==> src/rtl/ex_stage.sv <==
// MIPS execute stage: forwarding muxes, ALU, optional iterative multiplier and the E/M register.
// Define EX_MUL_EN to build the multi-cycle multiplier; otherwise mul yields 0 in one cycle.
module ex_stage #(
    parameter int MUL_BITS = 1
) (
    input  logic        clk,
    input  logic        rst,
    input  logic        RegwriteE,
    input  logic        MemtoregE,
    input  logic        MemwriteE,
    input  logic [2:0]  ALUcontrolE,
    input  logic        ALUsrcE,
    input  logic        RegdstE,
    input  logic [4:0]  rtE,
    input  logic [4:0]  rdE,
    input  logic [31:0] signE,
    input  logic [31:0] ReadData1E,
    input  logic [31:0] ReadData2E,
    input  logic [1:0]  ForwardAE,
    input  logic [1:0]  ForwardBE,
    input  logic [31:0] ResultW,
    output logic [4:0]  WriteRegE,
    output logic        StallE,
    output logic        RegwriteM,
    output logic        MemtoregM,
    output logic        MemwriteM,
    output logic [31:0] ALUoutM,
    output logic [31:0] WriteDataM,
    output logic [4:0]  WriteRegM
);
    localparam logic [2:0] OP_MUL = 3'b011;

    if (!(MUL_BITS == 1 || MUL_BITS == 2 || MUL_BITS == 4)) begin : gBadMulBits
        $error("ex_stage: MUL_BITS must be 1, 2 or 4");
    end

    function automatic logic [31:0] aluOp(input logic [2:0] op, input logic [31:0] a,
                                          input logic [31:0] b);
        logic signed [31:0] sa;
        logic signed [31:0] sb;
        logic [31:0]        r;
        sa = a;
        sb = b;
        case (op)
            3'b010:  r = a + b;
            3'b110:  r = a - b;
            3'b000:  r = a & b;
            3'b001:  r = a | b;
            3'b100:  r = a ^ b;
            3'b101:  r = ~(a | b);
            3'b111:  r = {31'd0, (sa < sb)};
            default: r = 32'd0;
        endcase
        return r;
    endfunction

    logic [31:0] srcA, fwdB, srcB, aluRes;

    // Code 11 falls back to the register file value like 00.
    always_comb begin
        case (ForwardAE)
            2'b10:   srcA = ALUoutM;
            2'b01:   srcA = ResultW;
            default: srcA = ReadData1E;
        endcase
        case (ForwardBE)
            2'b10:   fwdB = ALUoutM;
            2'b01:   fwdB = ResultW;
            default: fwdB = ReadData2E;
        endcase
    end

    assign srcB      = ALUsrcE ? signE : fwdB;
    assign WriteRegE = RegdstE ? rdE : rtE;
    assign aluRes    = aluOp(ALUcontrolE, srcA, srcB);

`ifdef EX_MUL_EN
    localparam int N = 32 / MUL_BITS;

    typedef enum logic [1:0] {IDLE, MUL, DONE} mulState_t;

    mulState_t   mulState;
    logic [5:0]  mulCount;
    logic [31:0] mulAcc, mulCand, mulPlier, mulWd;

    // Adds mcand shifted by each set bit of the current multiplier digit.
    function automatic logic [31:0] mulStep(input logic [31:0] acc, input logic [31:0] mcand,
                                            input logic [MUL_BITS-1:0] digit);
        logic [31:0] s;
        s = acc;
        for (int i = 0; i < MUL_BITS; i++) begin
            if (digit[i]) s = s + (mcand << i);
        end
        return s;
    endfunction

    assign StallE = !rst && ((mulState == IDLE && ALUcontrolE == OP_MUL) || mulState == MUL);

    always_ff @(posedge clk) begin
        if (rst) begin
            mulState   <= IDLE;
            mulCount   <= '0;
            mulAcc     <= '0;
            mulCand    <= '0;
            mulPlier   <= '0;
            mulWd      <= '0;
            RegwriteM  <= 1'b0;
            MemtoregM  <= 1'b0;
            MemwriteM  <= 1'b0;
            ALUoutM    <= '0;
            WriteDataM <= '0;
            WriteRegM  <= '0;
        end else begin
            case (mulState)
                IDLE: begin
                    if (ALUcontrolE == OP_MUL) begin
                        // Operands are latched now; forwarded sources move during the bubbles.
                        mulCand   <= srcA;
                        mulPlier  <= srcB;
                        mulWd     <= fwdB;
                        mulAcc    <= '0;
                        mulCount  <= '0;
                        RegwriteM <= 1'b0;
                        MemtoregM <= 1'b0;
                        MemwriteM <= 1'b0;
                        mulState  <= MUL;
                    end else begin
                        RegwriteM  <= RegwriteE;
                        MemtoregM  <= MemtoregE;
                        MemwriteM  <= MemwriteE;
                        ALUoutM    <= aluRes;
                        WriteDataM <= fwdB;
                        WriteRegM  <= WriteRegE;
                    end
                end
                MUL: begin
                    mulAcc    <= mulStep(mulAcc, mulCand, mulPlier[MUL_BITS-1:0]);
                    mulCand   <= mulCand << MUL_BITS;
                    mulPlier  <= mulPlier >> MUL_BITS;
                    mulCount  <= mulCount + 6'd1;
                    RegwriteM <= 1'b0;
                    MemtoregM <= 1'b0;
                    MemwriteM <= 1'b0;
                    if (mulCount == 6'(N - 1)) mulState <= DONE;
                end
                default: begin
                    RegwriteM  <= RegwriteE;
                    MemtoregM  <= MemtoregE;
                    MemwriteM  <= MemwriteE;
                    ALUoutM    <= mulAcc;
                    WriteDataM <= mulWd;
                    WriteRegM  <= WriteRegE;
                    mulState   <= IDLE;
                end
            endcase
        end
    end
`else
    assign StallE = 1'b0;

    always_ff @(posedge clk) begin
        if (rst) begin
            RegwriteM  <= 1'b0;
            MemtoregM  <= 1'b0;
            MemwriteM  <= 1'b0;
            ALUoutM    <= '0;
            WriteDataM <= '0;
            WriteRegM  <= '0;
        end else begin
            RegwriteM  <= RegwriteE;
            MemtoregM  <= MemtoregE;
            MemwriteM  <= MemwriteE;
            ALUoutM    <= aluRes;
            WriteDataM <= fwdB;
            WriteRegM  <= WriteRegE;
        end
    end
`endif

endmodule

==> config.mk <==
export PLATFORM = sky130hd
export DESIGN_NAME = ex_stage
export DESIGN_NICKNAME = d
export VERILOG_FILES = /design/src/rtl/ex_stage.sv
export SDC_FILE = /design/constraint.sdc
export NUM_CORES = 1
export LEC_CHECK = 0
export BUFFER_PORTS_ARGS = -buffer_cell sky130_fd_sc_hd__buf_2
export CAP_MARGIN = 20
export CORE_MARGIN = 2
export CORE_UTILIZATION = 50
export CTS_CLUSTER_DIAMETER = 50
export CTS_CLUSTER_SIZE = 20
export DETAILED_ROUTE_END_ITERATION = 7
export GPL_ROUTABILITY_DRIVEN = 1
export PLACE_DENSITY = 0.88
export RECOVER_POWER = 50
export SLEW_MARGIN = 20
export SYNTH_ARGS = -nofsm -noshare
export SYNTH_HDL_FRONTEND = slang
export SYNTH_SLANG_ARGS = --single-unit
==> constraint.sdc <==
create_clock -name clk -period 4.2 [get_ports clk]
set_clock_uncertainty 0.15 [all_clocks]
set_input_delay 0.21 -clock clk [delete_from_list [all_inputs] [get_ports clk]]
set_output_delay 0.21 -clock clk [all_outputs]
set_load 0.01 [all_outputs]
==> out/qor.yml, run 1 <==
cells_and_area:
  stdcell_area_sq_um: 11600
  layout_commonest_cell: "buf_2"
  most-common-layout-cells: "171 x buf_2, 154 x nor2_1, 114 x nand2_1"
  nets: 1849
  diodes: 0
  fill_cells: 1639
  finalCoreUtilization_pct: 63.9
  drive_gt1_share_pct: 18.6
  synthToLayoutAreaGrowth_pct: 24.5
sta:
  rsz0062_at_grt: "false"
  worst_pin_slew_ns: 1.82
  fin_crit_sh_pct: 93.9
  final.setup.tns_ns: 0
  maxSlewViolCount: 35
  setup_viol: 0
  fin_hold_ws_ns: 0.00532
  fmax_mhz: 254
  slew_headroom_pct: -21.1
  setup_ws_ns: 0.257
  hold_viol: 0
  fin_crit_ns: 3.94
placed_design:
  pre_cts_slack_ns: 0.107
  detailed_place_hpwl_um: 25500
  portBuffers: 228
  gp_congestion: 1.00
  place_area_sq_um: 11000
setup_path:
  cp.required_ns: 4.30
  startpoint_type: "flop"
  crit_path_frequent_cell: "a21oi_1"
  slowest_stage: "a211oi_4"
  critPathMaxFanout: 8
  crit_type: "flop to flop"
  cp-end-kind: "flop"
  slowest_delay_ns: 0.48
  crit_chain: "a22oi_1 > nor2_1 > a21oi_1 > o21ai_1 > ha_1 > inv_1 > fa_1 > a211oi_1 > nor4_1 > nand4_1 > a21oi_1 > a211oi_4 > nand3_1 > o311a_1 > a211o_1"
  crit_arrival_ns: 4.05
detailed_routing:
  route.detailed.drc: 0
  drt.antenna.violating_nets: 0
  drt-total-wl_um: 33600
  drtIter0Drc: 958
  wl_per_cell_um: 18.4
  vias_per_cell: 6.02
  vias: 10969
  first_pass_iters: 5
clock_tree:
  cts_buffer_depth: 2
  clk_pin_slew_ns: 0.07
  clock-sinks: 72
  clkLatencyLatePin_ns: 0.36
  cts_setup_buffers: 0
  htree_levels: 3
  root_buffer: "clkbuf_16"
  cts_tree: "done"
  cts_inserted_buffers: 9
synth:
  syn-num-nets: 1592
  netlist_area_sq_um: 9280
  synth_cells: 1332
  synth-seq-cells: 72
  synth_edf_count: 0
  syn_area_per_cell_sq_um: 6.97
  async_reset_ff_share_pct: 0
  synth_flop_cell: "dfxtp_1"
  ys_seq_area_share_pct: 15.5
  yosysWarningCount: 0
  synth.distinct_cells: 76
global_routing:
  grt_max_degree: 37
  overflow: 0
  grt_pass1_wl_um: 53400
  antenna_found_initial: 0
  grt_pass1_vias: 10582
  grtUsageTotal_pct: 33.4
power:
  p_leak_uw: 0.00531
  pwr-share-clk_pct: 24.6
  peakVddDrop_v: 0.000225
  pwr-share-comb_pct: 54.0
  intPower_uw: 2100
  p_sw_uw: 1590
  power_frac_seq_pct: 21.5
  p_per_area_nw_per_um2: 319
  switching_share_pct: 43.1
floorplan:
  rows: 49
  core_area_sq_um: 18100
  fp.dieW_um: 140
  start_util_pct: 51.3
  die_y_um: 140
  die_area_sq_um: 19700
  io_pins: 230
status:
  status: "complete, but fails checks"
  violations: "capacitance limit, slew limit"
min_path:
  hold_path.class: "input pin to flop"
flow_run:
  cap_violations: 1
[worst max-delay path: cells and delay by family (launching register included)]
family / cells / cell delay (ns)
compound gates: 8 / 1.90
fa+ha+maj: 2 / 0.72
buf+inv: 1 / 0.07
flops: 1 / 0.43
simple gates: 4 / 0.57
[final timing paths]
kind	start	endpoint	slack (ns)	cells past startpoint
worst max-delay path	ALUoutM[0]	ALUoutM[24]	0.26	15
worst min-delay path	ReadData2E[3]	WriteDataM[3]	0.005	3
worst max register to register	ALUoutM[0]	ALUoutM[24]	0.26	15
worst min register to register	ALUoutM[9]	WriteDataM[9]	0.54	4
[repair_timing]
action                                  in CTS  in global routing
endpoints found under the setup margin       0                  2
gates resized for setup                      0                  2
endpoints found under the hold margin       32                  0
hold buffers                                32                  0
[cells in the mapped netlist (17+ instances only)]
| cell type | instances | area [sq um] |
|---|---|---|
| a211oi_1 | 25 | 188 |
| a21oi_1 | 109 | 546 |
| a22oi_1 | 66 | 495 |
| clkbuf_1 | 65 | 244 |
| dfxtp_1 | 72 | 1440 |
| ha_1 | 106 | 1330 |
| inv_1 | 107 | 402 |
| mux2i_1 | 24 | 240 |
| nand2_1 | 114 | 428 |
| nand3_1 | 21 | 105 |
| nor2_1 | 154 | 578 |
| nor2b_1 | 26 | 163 |
| nor3_1 | 31 | 155 |
| o21a_1 | 20 | 150 |
| o21ai_0 | 96 | 480 |
| o22ai_1 | 17 | 106 |
| xnor2_1 | 37 | 324 |
[metrics by stage]
step	total power, uW	std cells
3_5_place_dp	2720	1775
4_1_cts	3650	1823
2_1_floorplan	2090	1332
3_3_place_gp	2700	1775
6_report	3690	1823
5_1_grt	3900	1823
[state kept, by name, summed over array words and instances, names as in the netlist]
name,flops
WriteDataM,32
WriteRegM,5
ALUoutM,32
MemwriteM,1
RegwriteM,1
MemtoregM,1
[kinds of logic after synthesis]
family                     after synthesis  share of synthesized area (%)
AOI/OAI and AO/OA                      456                           32.7
xor gates and xnor gates                46                           4.34
adders and majority gates              108                           14.7
buffers and inverters                  204                           8.51
DFF                                     72                           15.5
muxes                                   33                           4.17
other                                    1                         0.0404
and+or+nand+nor                        412                           20.0
[layer usage]
metal / track usage [%] / vias to the layer above / part of all wire [%]
li1: - / 5235 / -
met1: 42.7 / 5106 / 43
met2: 56.3 / 537 / 46
met3: 4.44 / 91 / 7.2
met4: 14.5 / 0 / 3.7
met5: 0 / - / 0
[final cells by class]
class                   count  area (sq um)  area share (%)
clock buffers              10           239            2.07
clock inverters             6          92.6           0.801
inverters                 111           417            3.61
multi-input cells        1056          7060            61.1
flip-flops and latches     72          1440            12.5
well taps                 229           287            2.48
repair buffers            339          2020            17.5
[power groups by stage]
stage | combinational, uW | clock [uW] | sequential (uW)
floorplan | 1260 | 0 | 828
global placement | 1900 | 0 | 801
detailed placement | 1920 | 0 | 802
CTS | 1960 | 903 | 787
global route | 2180 | 931 | 797
finish | 1990 | 906 | 791
(Power assumes the default switching activity.)
==> run 2: changes to the inputs <==
--- a/config.mk
+++ b/config.mk
@@ -7,7 +7,7 @@
 export LEC_CHECK = 0
 export BUFFER_PORTS_ARGS = -buffer_cell sky130_fd_sc_hd__buf_2
 export CAP_MARGIN = 20
-export CORE_MARGIN = 2
+export CORE_MARGIN = 4
 export CORE_UTILIZATION = 50
 export CTS_CLUSTER_DIAMETER = 50
 export CTS_CLUSTER_SIZE = 20
==> out/qor.yml, run 2 (synthesized netlist as in run 1, its figures left out) <==
global_routing:
  grt_pass1_wl_um: 53400
  overflow: 0
  antenna_found_initial: 0
  grtUsageTotal_pct: 31.9
  grt_max_degree: 53
  grt_pass1_vias: 10455
setup_path:
  rr_startpoint: "ALUoutM[0]"
  r2r_cells: 14
  crit_chain: "a22oi_1 > nor2_1 > a21oi_1 > o21ai_0 > ha_1 > fa_1 > nor2b_1 > o2111ai_1 > nand3_1 > a21bo_2 > o41ai_2 > mux2i_1 > a211oi_1 > a211o_1"
  slowest_stage: "fa_1"
  critPathMaxFanout: 4
  cp.required_ns: 4.30
  cp-end-kind: "flop"
  cp.buffers_inverters: 0
  cp_top_family: "compound AO/OA/AOI/OAI gates"
  slowest_delay_ns: 0.45
  r2r-end: "ALUoutM[24]"
  crit_type: "flop to flop"
  r2r_setup_slack_ns: 0.27
  crit_arrival_ns: 4.03
  startpoint_type: "flop"
detailed_routing:
  vias: 11019
  drt-total-wl_um: 34700
  dr_wl_met2_um: 16400
  drt.antenna.violating_nets: 0
  wl_met3_um: 2800
  wl_per_cell_um: 19.0
  first_pass_iters: 5
  drtIter0Drc: 1243
  route.detailed.drc: 0
  vias_per_cell: 6.05
  m1WireLength_um: 14600
  top_layer_used: "met4"
sta:
  rsz0062_at_grt: "false"
  final.setup.tns_ns: 0
  setup_viol: 0
  slew_headroom_pct: -40.5
  worst_pin_slew_ns: 2.11
  fmax_mhz: 254
  hold_viol: 0
  maxSlewViolCount: 40
  fin_crit_sh_pct: 93.7
  fin_crit_ns: 3.93
placed_design:
  portBuffers: 228
  detailed_place_hpwl_um: 26000
  gp_congestion: 1.01
power:
  peakVddDrop_v: 0.000249
  p_per_area_nw_per_um2: 315
  p_leak_uw: 0.00528
clock_tree:
  clkLatencyLatePin_ns: 0.35
  root_buffer: "clkbuf_16"
  clk_pin_slew_ns: 0.07
  htree_levels: 3
  cts_tree: "done"
  clock-sinks: 72
  cts_buffer_depth: 2
  cts_inserted_buffers: 9
  cts_setup_buffers: 0
status:
  violations: "capacitance limit, slew limit"
  status: "complete, but fails checks"
floorplan:
  io_pins: 230
  rows: 49
  start_util_pct: 51.3
  die_y_um: 144
  fp.dieW_um: 144
  die_area_sq_um: 20800
  core_area_sq_um: 18100
cells_and_area:
  diodes: 0
  fill_cells: 1690
  seq_area_sq_um: 1440
  synthToLayoutAreaGrowth_pct: 24.3
  reg_top3: "ALUoutM: 32 flops, WriteDataM: 32 flops, WriteRegM: 5 flops"
  nets: 1846
  finalCoreUtilization_pct: 63.8
  most-common-layout-cells: "168 x buf_2, 154 x nor2_1, 114 x nand2_1"
  layout_commonest_cell: "buf_2"
  multiInputGateArea_sq_um: 7060
  drive_gt1_share_pct: 18.2
min_path:
  hold_path.class: "input pin to flop"
  hp-start: "ReadData2E[14]"
  holdPathEnd: "WriteDataM[14]"
  worstHoldPathCells: 3
flow_run:
  cap_violations: 1
==> run 2: cell types whose count changed in the layout (fill, tap and decap cells not counted), moves of 3 or more <==
cell,before,now
buf_12,3,6
inv_6,0,3
buf_4,76,71
buf_2,171,168
==> run 2: worst max path at each step <==
stage,from,endpoint,slack (ns),depth (start not counted)
after floorplan,ForwardBE[0],ALUoutM[24],0.23,17
after global placement,ForwardBE[0],ALUoutM[24],0.18,17
after detailed placement,ForwardBE[0],ALUoutM[24],0.05,17
after CTS,ALUoutM[0],ALUoutM[24],0.35,14
after global routing,ALUoutM[0],ALUoutM[0],0.004,15
final,ALUoutM[0],ALUoutM[24],0.27,14
==> run 2: routing by layer <==
metal  track usage [%]  vias up
met5                 0        -
met4              10.1        0
li1                  -     5228
met1              41.0     5135
met3              4.56       81
met2              55.2      575
==> run 2: final cells by class <==
| type | count | area share, % |
|---|---|---|
| sequential | 72 | 12.5 |
| clock inverter | 7 | 0.683 |
| tap | 229 | 2.48 |
| multi-input combinational | 1056 | 61.1 |
| clock buffer | 9 | 1.95 |
| timing repair buffer | 336 | 17.6 |
| inverter | 111 | 3.61 |
==> run 2: timing repair <==
action / 4_1_cts / 5_1_grt
hold endpoints to repair: 32 / 0
resized for setup: 0 / 0
hold buffers: 32 / 0
==> run 2: power by group <==
part | switching [uW] | leakage [uW] | internal (uW)
clock | 375 | 0.000139 | 468
combinational | 1190 | 0.00454 | 806
sequential | 42.0 | 0.000594 | 749
==> run 2: metrics by stage <==
stage          worst slack (ns)  hold WS [ns]  instances  total power [uW]  cell area [sq um]
2_1_floorplan             0.231         0.188       1332              2090               9280
3_3_place_gp              0.178         0.268       1772              2720              11000
3_5_place_dp             0.0543         0.278       1772              2730              11000
4_1_cts                   0.346        0.0108       1820              3610              11600
5_1_grt                 0.00410        0.0182       1820              3850              11500
6_report                  0.265        0.0205       1820              3630              11500
==> run 2: worst register-to-register path, delay by kind of cell, from the launching register on <==
family / cells / cell delay, ns
AOI/OAI and AO/OA: 8 / 1.84
adders and majority gates: 2 / 0.75
DFF: 1 / 0.37
and+or+nand+nor: 3 / 0.47
muxes: 1 / 0.23
==> run 3: changes to the inputs <==
--- a/config.mk
+++ b/config.mk
@@ -15,6 +15,7 @@
 export GPL_ROUTABILITY_DRIVEN = 1
 export PLACE_DENSITY = 0.88
 export RECOVER_POWER = 50
+export REMOVE_ABC_BUFFERS = 1
 export SLEW_MARGIN = 20
 export SYNTH_ARGS = -nofsm -noshare
 export SYNTH_HDL_FRONTEND = slang
==> out/qor.yml, run 3 (synthesized netlist as in run 1, its figures left out) <==
floorplan:
  fp.dieW_um: 144
  die_area_sq_um: 20800
  rows: 49
  die_y_um: 144
  core_area_sq_um: 18100
  start_util_pct: 51.3
  io_pins: 230
global_routing:
  grt_max_degree: 51
  antenna_found_initial: 0
  grtUsageTotal_pct: 32.3
  grt_pass1_vias: 10459
  grt_pass1_wl_um: 53800
  overflow: 0
sta:
  fmax_mhz: 252
  fin_crit_sh_pct: 94.4
  hold_viol: 0
  maxSlewViolCount: 47
  fin_crit_ns: 3.96
  worst_pin_slew_ns: 2.50
  rsz0062_at_grt: "false"
  final.setup.tns_ns: 0
  setup_viol: 0
  slew_headroom_pct: -66.5
cells_and_area:
  drive_gt1_share_pct: 20.0
  layout_commonest_cell: "buf_2"
  nets: 1881
  diodes: 0
  finalCoreUtilization_pct: 65.0
  stdcell_area_sq_um: 11800
  reg_top3: "ALUoutM: 32 flops, WriteDataM: 32 flops, WriteRegM: 5 flops"
  layoutNonFillerInstCount: 1855
  fill_cells: 1607
  most-common-layout-cells: "165 x buf_2, 154 x nor2_1, 114 x nand2_1"
  synthToLayoutAreaGrowth_pct: 26.6
setup_path:
  rr_startpoint: "ALUoutM[0]"
  startpoint_type: "input pin"
  crit_chain: "buf_2 > inv_1 > ha_2 > buf_4 > a22oi_1 > nor2_1 > a21oi_1 > o21ai_0 > inv_1 > ha_1 > nor2b_1 > a311oi_1 > o21bai_1 > a211o_1 > a211oi_4 > nand3_1 > o311a_1 > a211o_1"
  r2r_setup_slack_ns: 0.29
  slowest_stage: "a211oi_4"
  crit_type: "input pin to flop"
  slowest_delay_ns: 0.57
  cp.required_ns: 4.30
  cp_top_family: "compound AO/OA/AOI/OAI gates"
  crit_arrival_ns: 4.06
  r2r-end: "ALUoutM[24]"
  cp-end-kind: "flop"
  critPathMaxFanout: 15
  cp.buffers_inverters: 4
  r2r_cells: 15
placed_design:
  portBuffers: 228
  detailed_place_hpwl_um: 26400
  gp_congestion: 0.980
  dp_cells: 1807
  place_area_sq_um: 11200
power:
  p_per_area_nw_per_um2: 309
  peakVddDrop_v: 0.000207
  intPower_uw: 2010
  power_frac_seq_pct: 21.7
  switching_share_pct: 44.6
  pwr-share-clk_pct: 21.4
  p_sw_uw: 1620
  p_leak_uw: 0.00542
  pwr-share-comb_pct: 56.9
min_path:
  hold_path.class: "input pin to flop"
  worstHoldPathCells: 3
  holdPathEnd: "WriteDataM[3]"
  hp-start: "ReadData2E[3]"
detailed_routing:
  vias: 11072
  route.detailed.drc: 0
  vias_per_cell: 5.97
  wl_per_cell_um: 19.0
  drt.antenna.violating_nets: 0
  first_pass_iters: 7
  drt-total-wl_um: 35200
  drtIter0Drc: 1079
clock_tree:
  clk_pin_slew_ns: 0.07
  htree_levels: 3
  cts_setup_buffers: 0
  root_buffer: "clkbuf_16"
  cts_tree: "done"
  cts_buffer_depth: 2
  clock-sinks: 72
  cts_inserted_buffers: 9
  clkLatencyLatePin_ns: 0.36
flow_run:
  cap_violations: 1
status:
  status: "complete, but fails checks"
  violations: "capacitance limit, slew limit"
run 3: cell count changes in the layout (fill, tap and decap cells not counted), sizes merged:
| cell | delta |
|---|---|
| buf | +31 |
| clkinv | +6 |
| clkbuf | +4 |
| inv | -3 |
| clkinvlp | -2 |
| bufinv | -1 |
run 3: what timing repair did:
| action | 4_1_cts | 5_1_grt |
|---|---|---|
| setup endpoints to repair | 0 | 11 |
| endpoints found under the hold margin | 32 | 0 |
| resized for setup | 0 | 4 |
| hold buffers | 32 | 0 |
run 3: through the flow:
stage	total power [uW]	hold WS (ns)	setup WS, ns
floorplan	2030	0.129	-0.333
global placement	2770	0.267	-0.0509
detailed placement	2790	0.274	-0.177
CTS	3600	0.00621	0.184
global route	3830	0.0214	0.0430
finish	3630	0.00774	0.235
run 3: routing by layer:
layer  vias to the layer above  share of wire, %  global-route usage [%]
met5                         -                 0                       0
met4                         0               2.5                    9.43
met3                        80                10                    6.55
met2                       616                47                    55.7
met1                      5083                41                    40.8
li1                       5293                 -                       -
run 3: final cells by class:
| cell class | instances | area [sq um] | share of cell area (%) |
|---|---|---|---|
| Sequential cell | 72 | 1440 | 12.3 |
| Tap cell | 229 | 287 | 2.44 |
| Clock buffer | 9 | 225 | 1.92 |
| Inverter | 111 | 417 | 3.54 |
| Clock inverter | 7 | 48.8 | 0.415 |
| Timing Repair Buffer | 371 | 2260 | 19.2 |
| Multi-Input combinational cell | 1056 | 7080 | 60.2 |
run 3: how the worst max path moves through the flow:
stage / start / endpoint / slack [ns] / depth (start not counted)
after detailed placement: ForwardBE[1] / ALUoutM[24] / -0.18 / 18
after floorplan: ForwardBE[0] / ALUoutM[24] / -0.33 / 15
final: ForwardBE[1] / ALUoutM[24] / 0.24 / 18
after global routing: ForwardBE[1] / ALUoutM[29] / 0.04 / 17
after global placement: ForwardBE[1] / ALUoutM[24] / -0.05 / 18
after CTS: ForwardBE[1] / ALUoutM[24] / 0.18 / 18
run 3: power groups by stage:
stage               clock [uW]  combinational, uW  sequential, uW
floorplan                    0               1200             829
global placement             0               1970             799
detailed placement           0               1990             800
CTS                        780               2030             785
global route               798               2240             795
finish                     776               2060             787
run 3: worst register-to-register path, cell delays in order, from the launching register on:
cell      delay (ns)
dfxtp_1         0.35
a22oi_1         0.10
nor2_1          0.10
a21oi_1         0.06
o21ai_0         0.36
ha_1            0.26
inv_1           0.07
fa_1            0.43
a211oi_1        0.37
nor4_2          0.12
nand4_1         0.16
a21oi_1         0.13
a211oi_4        0.57
nand3_1         0.16
o311a_1         0.16
a211o_1         0.28
